$ cat src/rtl/uart_tx_frame.sv
// uart_tx_frame: parametrised UART transmitter with fractional baud accumulator,
// ESC/RESUME pause frames, ESC byte stuffing and a bypass channel onto TX_O.
module uart_tx_frame #(
    parameter int          CLK_RATE  = 100_000_000,
    parameter int          BAUD_RATE = 115200,
    parameter int          DATA_BITS = 8,
    parameter int          PARITY    = 0,
    parameter int          STOP_BITS = 1,
    parameter logic [7:0]  ESC       = 8'hB1,
    parameter logic [7:0]  RESUME    = 8'h00
) (
    input  logic                 CLK_I,
    input  logic                 RST_NI,
    input  logic                 TX_START_I,
    input  logic [DATA_BITS-1:0] DATA_I,
    output logic                 TX_READY_O,
    output logic                 TX_DONE_O,
    input  logic                 SEND_PAUSE_I,
    input  logic                 CHANNEL_I,
    input  logic                 TX2_I,
    output logic                 TX_O
);
    localparam int AW = $clog2(CLK_RATE + BAUD_RATE);
    localparam logic [AW-1:0]        BAUD_W = AW'(BAUD_RATE);
    localparam logic [AW-1:0]        CLK_W  = AW'(CLK_RATE);
    localparam logic [DATA_BITS-1:0] ESC_W  = DATA_BITS'(ESC);
    localparam logic [DATA_BITS-1:0] RES_W  = DATA_BITS'(RESUME);

    typedef enum logic [2:0] {IDLE, START, DATA, PAR, STOP} state_t;

    state_t               state_q;
    logic                 line_q;
    logic                 pausing_q;
    logic                 stuff_q;
    logic                 data_frame_q;
    logic                 par_q;
    logic                 stop_q;
    logic [AW-1:0]        acc_q;
    logic [3:0]           bit_q;
    logic [DATA_BITS-1:0] shift_q;

    logic                 pause_edge;
    logic                 launch;
    logic                 tick;
    logic                 last_stop;
    logic [AW-1:0]        acc_d;
    logic [DATA_BITS-1:0] word_d;
    logic                 parity_d;

    always_comb begin
        pause_edge = SEND_PAUSE_I != pausing_q;
        launch     = state_q == IDLE && !CHANNEL_I && (pause_edge || stuff_q || TX_START_I);
        word_d     = pause_edge ? (SEND_PAUSE_I ? ESC_W : RES_W) : stuff_q ? ESC_W : DATA_I;
        parity_d   = PARITY == 1 ? ~^word_d : ^word_d;
        acc_d      = acc_q + BAUD_W;
        tick       = state_q != IDLE && acc_d >= CLK_W;
        last_stop  = stop_q == 1'(STOP_BITS - 1);
        TX_READY_O = state_q == IDLE && !stuff_q && !pause_edge && !CHANNEL_I;
        TX_DONE_O  = tick && state_q == STOP && last_stop && data_frame_q && !CHANNEL_I;
        TX_O       = CHANNEL_I ? TX2_I : line_q;
    end

    always_ff @(posedge CLK_I or negedge RST_NI) begin
        if (!RST_NI) begin
            state_q      <= IDLE;
            line_q       <= 1'b1;
            pausing_q    <= 1'b0;
            stuff_q      <= 1'b0;
            data_frame_q <= 1'b0;
            par_q        <= 1'b0;
            stop_q       <= 1'b0;
            acc_q        <= '0;
            bit_q        <= '0;
            shift_q      <= '0;
        end else if (CHANNEL_I) begin
            state_q   <= IDLE;
            line_q    <= 1'b1;
            pausing_q <= 1'b0;
            stuff_q   <= 1'b0;
            acc_q     <= '0;
        end else if (state_q == IDLE) begin
            if (launch) begin
                state_q      <= START;
                line_q       <= 1'b0;
                acc_q        <= '0;
                shift_q      <= word_d;
                par_q        <= parity_d;
                // First half of a stuffed ESC pair is not a completed data word.
                data_frame_q <= !pause_edge && (stuff_q || DATA_I != ESC_W);
                if (pause_edge)
                    pausing_q <= SEND_PAUSE_I;
                else
                    stuff_q <= !stuff_q && DATA_I == ESC_W;
            end
        end else begin
            acc_q <= tick ? acc_d - CLK_W : acc_d;
            if (tick) begin
                case (state_q)
                    START: begin
                        state_q <= DATA;
                        line_q  <= shift_q[0];
                        shift_q <= shift_q >> 1;
                        bit_q   <= '0;
                    end
                    DATA: begin
                        if (bit_q == 4'(DATA_BITS - 1)) begin
                            stop_q <= 1'b0;
                            if (PARITY != 0) begin
                                state_q <= PAR;
                                line_q  <= par_q;
                            end else begin
                                state_q <= STOP;
                                line_q  <= 1'b1;
                            end
                        end else begin
                            line_q  <= shift_q[0];
                            shift_q <= shift_q >> 1;
                            bit_q   <= bit_q + 4'd1;
                        end
                    end
                    PAR: begin
                        state_q <= STOP;
                        line_q  <= 1'b1;
                        stop_q  <= 1'b0;
                    end
                    STOP: begin
                        if (last_stop)
                            state_q <= IDLE;
                        else
                            stop_q <= 1'b1;
                    end
                    default: state_q <= IDLE;
                endcase
            end
        end
    end
endmodule

$ cat config.mk
export PLATFORM = sky130hd
export DESIGN_NAME = uart_tx_frame
export DESIGN_NICKNAME = d
export VERILOG_FILES = /design/src/rtl/uart_tx_frame.sv
export SDC_FILE = /design/constraint.sdc
export NUM_CORES = 1
export LEC_CHECK = 0
export ABC_AREA = 1
export BUFFER_PORTS_ARGS = -buffer_cell sky130_fd_sc_hd__buf_4
export CORE_MARGIN = 1
export CORE_UTILIZATION = 25
export CTS_CLUSTER_DIAMETER = 40
export CTS_CLUSTER_SIZE = 12
export DETAILED_ROUTE_END_ITERATION = 7
export GPL_TIMING_DRIVEN = 0
export PLACE_DENSITY = 0.45
export SETUP_SLACK_MARGIN = 0.5
export SLEW_MARGIN = 5
export SYNTH_ARGS = -nofsm -noshare
export SYNTH_HDL_FRONTEND = slang
export SYNTH_SLANG_ARGS = --single-unit
export TNS_END_PERCENT = 10
$ cat constraint.sdc
create_clock -name CLK_I -period 2.64 [get_ports CLK_I]
set_input_delay 0.132 -clock CLK_I [delete_from_list [all_inputs] [get_ports CLK_I]]
set_output_delay 0.132 -clock CLK_I [all_outputs]
set_load 0.1 [all_outputs]
==> impl_metrics.env, run 1 <==
export IMPL_switchingPower_uw=1020
export IMPL_power_frac_clock_pct=26.8
export IMPL_gp_congestion=0.803
export IMPL_p_leak_uw=0.00192
export IMPL_critPathTopFamily="simple AND/OR/NAND/NOR gates"
export IMPL_finalMaxSlewViolations=0
export IMPL_synth_cell_types=41
export IMPL_syn_area_mm2=0.00304
export IMPL_dieArea_mm2=0.0126
export IMPL_place_ws_ps=66.3
export IMPL_antenna_found_initial=0
export IMPL_grt_total_usage_pct=14.2
export IMPL_cts_root_buffer="clkbuf_16"
export IMPL_wl_um=8480
export IMPL_yosysSeqAreaShare_pct=31.3
export IMPL_insertion_delay_ps=290
export IMPL_hold_ws_ps=91.0
export IMPL_setup_tns_ps=0
export IMPL_path_class="register to primary output"
export IMPL_crit_path_end_kind="primary output"
export IMPL_required_ps=2510
export IMPL_cp_start_kind="register"
export IMPL_path_max_fanout=5
export IMPL_cts_buffers=5
export IMPL_netlist_top_cells_count="nand2_1, inv_1, nand3_1"
export IMPL_cts_tree="done"
export IMPL_rsz0062_at_grt="true"
export IMPL_via_count=2992
export IMPL_syn_inst=430
export IMPL_yosysMostFrequentCell="nand2_1"
export IMPL_p_total_uw=2610
export IMPL_ys_flop_type="dfrtp_1"
export IMPL_port_buffers=16
export IMPL_rows=39
export IMPL_ir_drop_mv=0.253
export IMPL_htree_num_levels=2
export IMPL_wl_per_cell_um=13.3
export IMPL_slowest_delay_ps=410
export IMPL_cp_slowest_cell="dfrtp_1"
export IMPL_firstDrtPassIters=4
export IMPL_ys_ff_latch=38
export IMPL_seqPwrFrac_pct=28.4
export IMPL_grt_max_degree=39
export IMPL_syn_nets=449
export IMPL_place_hpwl_um=5620
export IMPL_diodes=0
export IMPL_vias_per_cell=4.68
export IMPL_maxSlewHeadroom_pct=43.5
export IMPL_stdcell_area_mm2=0.00423
export IMPL_clock_path_buffers=2
export IMPL_drive_gt1_share_pct=36.7
export IMPL_pwr_share_comb_pct=44.8
export IMPL_die_width_um=112
export IMPL_synthTopCellsByArea="dfrtp_1, nand2_1, nand3_1"
export IMPL_worstPathCellList="buf_6 -> nand2_4 -> nor2_4 -> nand2_4 -> nand2_8 -> nand2_4 -> nand2_2 -> nand2_4 -> nor2_4 -> nand2_2 -> nor2_4 -> a21oi_4 -> nand2_8 -> nand2_8 -> nor3_4 -> buf_12"
export IMPL_overflow=0
export IMPL_post_dp_cell_area_mm2=0.00339
export IMPL_synthToLayoutAreaGrowth_pct=39.0
export IMPL_first_iter_violations=83
export IMPL_synth_edf_count=0
export IMPL_tightest_slew_ps=844
export IMPL_grt_pass1_vias=2973
export IMPL_yosysWarnings=0
export IMPL_finalNetCount=514
export IMPL_seq_area_um2=953
export IMPL_async_reset_ff_share_pct=100
export IMPL_coreArea_mm2=0.0117
export IMPL_ios=17
export IMPL_finalHoldViolations=0
export IMPL_hp_class="primary input to register"
export IMPL_fillers=1221
export IMPL_power_density_mw_per_mm2=616
export IMPL_multi_input_area_mm2=0.00213
export IMPL_die_h_um=112
export IMPL_path_buf_inv=2
export IMPL_max_freq_ghz=0.386
export IMPL_period_share_pct=98.2
export IMPL_yosys_area_top_type_share_pct=30.4
export IMPL_internal_power_uw=1580
export IMPL_cts_num_sinks=38
export IMPL_drv_cap=0
export IMPL_syn_area_per_cell_um2=7.08
export IMPL_outcome="complete, no violations"
export IMPL_crit_top_cell="nand2_4"
export IMPL_cp_arrival_ps=2460
export IMPL_p_sw_share_pct=39.2
export IMPL_grt_pass1_wl_um=14200
export IMPL_fin_ws_ps=47.5
export IMPL_min_period_ps=2590
export IMPL_synth_top_area_cell="dfrtp_1"
export IMPL_start_util_pct=26.1
export IMPL_setup_viol=0
export IMPL_skew_ps=5.76
export IMPL_drcViolationCount=0
export IMPL_drtAntennaViolNets=0
export IMPL_cts_clk_slew_worst_paths_ps=60
## per-stage QoR
step / utilization (%) / instances
detailed placement: 29.1 / 589
global placement: 29.1 / 589
global route: 36.3 / 639
CTS: 33.2 / 620
floorplan: - / 430
finish: 36.3 / 639
## state kept, by name (all words and copies together), names as in the netlist
name          flops
line_q            1
pausing_q         1
acc_q            19
bit_q             4
stuff_q           1
shift_q           8
data_frame_q      1
state_q           3
## logic make-up (layout without fill, tap and decap cells)
group / after synthesis / after routing / share of synthesized area [%]
AND/OR/NAND/NOR: 248 / 250 / 42.5
flip-flops: 38 / 38 / 31.3
adder cells (fa/ha/maj): 5 / 5 / 2.06
AO/OA/AOI/OAI: 66 / 66 / 12.9
XOR/XNOR: 5 / 5 / 1.69
buffers and inverters: 68 / 132 / 9.66
## path summary, 6_finish.rpt
kind                       slack, ps          from          to  cells past startpoint
max                               50     acc_q[10]   TX_DONE_O                     16
min in group asynchronous        370        RST_NI  shift_q[3]                      2
min reg2reg                      460        line_q      line_q                      2
max in group asynchronous       1880        RST_NI    acc_q[9]                      2
max reg2reg                       80     acc_q[10]   acc_q[22]                     18
min                               90  SEND_PAUSE_I   pausing_q                      3
## tightest hold or removal path: cells and delay by family
kind / cells / cell delay [ps]
and+or+nand+nor: 1 / 40
buffers and inverters: 1 / 90
AOI/OAI and AO/OA: 1 / 70
## cell usage in the layout, fill, tap and decap left out, drive strengths merged
cell type | netlist | routed
a21boi | 1 | 1
a21oi | 18 | 18
a31oi | 1 | 1
and2 | 1 | 1
buf | 6 | 60
bufbuf | 0 | 1
bufinv | 0 | 1
clkbuf | 2 | 7
clkinv | 0 | 2
dfrtp | 37 | 37
dfstp | 1 | 1
dlygate4sd3 | 0 | 1
ha | 5 | 5
inv | 60 | 60
nand2 | 150 | 152
nand3 | 43 | 43
nand3b | 2 | 2
nand4 | 8 | 8
nor2 | 39 | 39
nor3 | 4 | 4
o21ai | 39 | 39
o21bai | 1 | 1
o22ai | 4 | 4
o31ai | 2 | 2
or2 | 1 | 1
xnor2 | 2 | 2
xor2 | 3 | 3
## layer usage
layer | up-vias | share of wire, % | GRT usage [%] | wire, µm
met4 | 0 | 1.2 | 3.82 | 104
met3 | 10 | 2.4 | 2.70 | 202
met1 | 1432 | 46 | 17.7 | 3920
met2 | 37 | 50 | 24.9 | 4260
li1 | 1513 | - | - | -
met5 | - | 0 | 0 | 0
## cell type report
type	count	area share (%)
Tap cell	143	4.23
Timing Repair Buffer	56	11.9
Multi-Input combinational cell	326	50.3
Sequential cell	38	22.5
Clock inverter	3	0.946
Clock buffer	5	2.96
Buffer	8	1.71
Inverter	60	5.38
## power by group through the flow
| stage | Clock (µW) | Combinational (µW) | Sequential [µW] |
|---|---|---|---|
| floorplan | 0 | 668 | 736 |
| global placement | 0 | 846 | 746 |
| detailed placement | 0 | 846 | 748 |
| CTS | 721 | 936 | 740 |
| global route | 742 | 1290 | 753 |
| finish | 698 | 1170 | 741 |
## repair_timing
action | CTS | global route
gates resized for setup | 24 | 40
buffers inserted | 20 | 18
hold buffers | 1 | 0
cloned | 2 | 1
pin swaps | 17 | 38
endpoints found under the hold margin | 37 | 0
setup endpoints to repair | 37 | 38
No activity file was read; power rests on OpenSTA's default activity.
==> run 2: changes to the inputs <==
REMOVE_ABC_BUFFERS = 1   (was unset)
==> impl_metrics.env, run 2 (synthesis results as in run 1) <==
export IMPL_cts_buffers=5
export IMPL_required_ps=2510
export IMPL_cts_tree="done"
export IMPL_worstPathCellList="inv_2 -> nand2_4 -> nor2_8 -> nand2_4 -> nand4_1 -> nand2_1 -> nor2_2 -> nand2_2 -> nor2_4 -> a21oi_4 -> nand2_8 -> nand2_8 -> nor3_4 -> buf_12"
export IMPL_switchingPower_uw=954
export IMPL_seqPwrFrac_pct=32.0
export IMPL_finalMaxSlewViolations=0
export IMPL_fillers=1226
export IMPL_path_max_fanout=5
export IMPL_grt_pass1_vias=2758
export IMPL_drtAntennaViolNets=0
export IMPL_drv_cap=0
export IMPL_port_buffers=16
export IMPL_place_ws_ps=-181
export IMPL_coreArea_mm2=0.0117
export IMPL_diodes=0
export IMPL_ios=17
export IMPL_place_hpwl_um=5210
export IMPL_cp_arrival_ps=2430
export IMPL_maxSlewHeadroom_pct=64.3
export IMPL_cts_num_sinks=38
export IMPL_start_util_pct=26.1
export IMPL_firstDrtPassIters=4
export IMPL_synthToLayoutAreaGrowth_pct=28.9
export IMPL_p_sw_share_pct=40.6
export IMPL_worstHoldPathCells=3
export IMPL_die_h_um=112
export IMPL_cp_slowest_cell="dfrtp_1"
export IMPL_period_share_pct=97.1
export IMPL_top_regs="acc_q: 19 flops, shift_q: 8 flops, bit_q: 4 flops"
export IMPL_die_width_um=112
export IMPL_pwr_share_comb_pct=42.8
export IMPL_vias_per_cell=4.60
export IMPL_path_class="register to primary output"
export IMPL_tightest_slew_ps=530
export IMPL_overflow=0
export IMPL_setup_viol=0
export IMPL_path_depth=14
export IMPL_insertion_delay_ps=280
export IMPL_htree_num_levels=2
export IMPL_final_cell_mix="nand2_1, inv_1, buf_4"
export IMPL_path_buf_inv=2
export IMPL_cp_start_kind="register"
export IMPL_min_period_ps=2560
export IMPL_antenna_found_initial=0
export IMPL_drive_gt1_share_pct=33.0
export IMPL_grt_pass1_wl_um=13400
export IMPL_largest_register_ffs=19
export IMPL_fin_ws_ps=77.8
export IMPL_reg2reg_depth=17
export IMPL_top_register="acc_q"
export IMPL_finalNetCount=498
export IMPL_clock_path_buffers=2
export IMPL_internal_power_uw=1400
export IMPL_rows=39
export IMPL_grt_total_usage_pct=13.1
export IMPL_crit_path_end_kind="primary output"
export IMPL_cts_root_buffer="clkbuf_16"
export IMPL_gp_congestion=0.775
export IMPL_rsz0062_at_grt="true"
export IMPL_drcViolationCount=0
export IMPL_cts_clk_slew_worst_paths_ps=60
export IMPL_via_count=2862
export IMPL_finalHoldViolations=0
export IMPL_final_core_util_pct=33.6
export IMPL_p_leak_uw=0.00180
export IMPL_wl_per_cell_um=12.8
export IMPL_dieArea_mm2=0.0126
export IMPL_critPathTopFamily="simple AND/OR/NAND/NOR gates"
export IMPL_power_frac_clock_pct=25.2
export IMPL_mostFrequentLayoutCell="nand2_1"
export IMPL_outcome="complete, no violations"
export IMPL_max_freq_ghz=0.390
export IMPL_hp_class="primary input to register"
export IMPL_ir_drop_mv=0.250
export IMPL_skew_ps=3.87
export IMPL_slowest_delay_ps=410
export IMPL_wl_um=7980
export IMPL_grt_max_degree=39
export IMPL_power_density_mw_per_mm2=599
export IMPL_first_iter_violations=70
## run 2: cell types whose count changed in the layout (fill, tap and decap cells not counted), moves of 3 or more
cell     delta
buf_4       -7
nand2_2     -7
nand2_4     +4
nand2_1     +6
buf_12      -3
## run 2: routing by layer
layer	share of wire [%]	GRT usage [%]	routed length, µm
met5	0	0	0
met4	1.1	3.82	89
met3	3.2	2.05	258
met2	48	21.3	3810
met1	48	17.8	3820
## run 2: worst min-delay path: stages
cell     delay, ps
buf_4           90
nand2_1         50
o21ai_0         60
## run 2: what timing repair did
| action | in CTS | in global routing |
|---|---|---|
| hold buffers | 1 | 0 |
| endpoints found under the hold margin | 37 | 0 |
| buffers inserted | 19 | 10 |
| gates cloned | 2 | 1 |
| resized for setup | 27 | 30 |
| pin swaps | 16 | 31 |
| endpoints found under the setup margin | 39 | 38 |
## run 2: power groups by stage
stage	registers (µW)	logic [µW]	clock network [µW]
after floorplan	744	612	0
after global placement	756	780	0
after detailed placement	755	791	0
after CTS	746	889	611
after global routing	767	1110	631
final	752	1010	593
## run 2: per-stage QoR
stage	hold WS (ps)	TNS, ps	cell area, µm²	total power [µW]	cells
after floorplan	-164	-1530	2980	1360	422
after global placement	163	-5590	3270	1540	581
after detailed placement	165	-965	3290	1550	582
after CTS	96.8	0	3710	2250	611
after global routing	114	-36.7	3920	2510	622
final	90.5	0	3920	2350	622
## run 2: layout make-up
| type | count | area [µm²] | area share, % |
|---|---|---|---|
| multi-input cells | 327 | 2040 | 52.1 |
| flip-flops and latches | 38 | 956 | 24.4 |
| repair buffers | 47 | 383 | 9.76 |
| inverters | 60 | 228 | 5.81 |
| well taps | 143 | 179 | 4.56 |
| clock buffers | 5 | 125 | 3.19 |
| clock inverters | 2 | 10.0 | 0.255 |
## run 2: path summary, 6_finish.rpt
path	start	endpoint	slack, ps
max in group asynchronous	RST_NI	acc_q[9]	1860
min	SEND_PAUSE_I	pausing_q	90
max reg2reg	acc_q[14]	acc_q[21]	120
max	acc_q[14]	TX_DONE_O	80
min reg2reg	line_q	line_q	470
min in group asynchronous	RST_NI	acc_q[20]	380
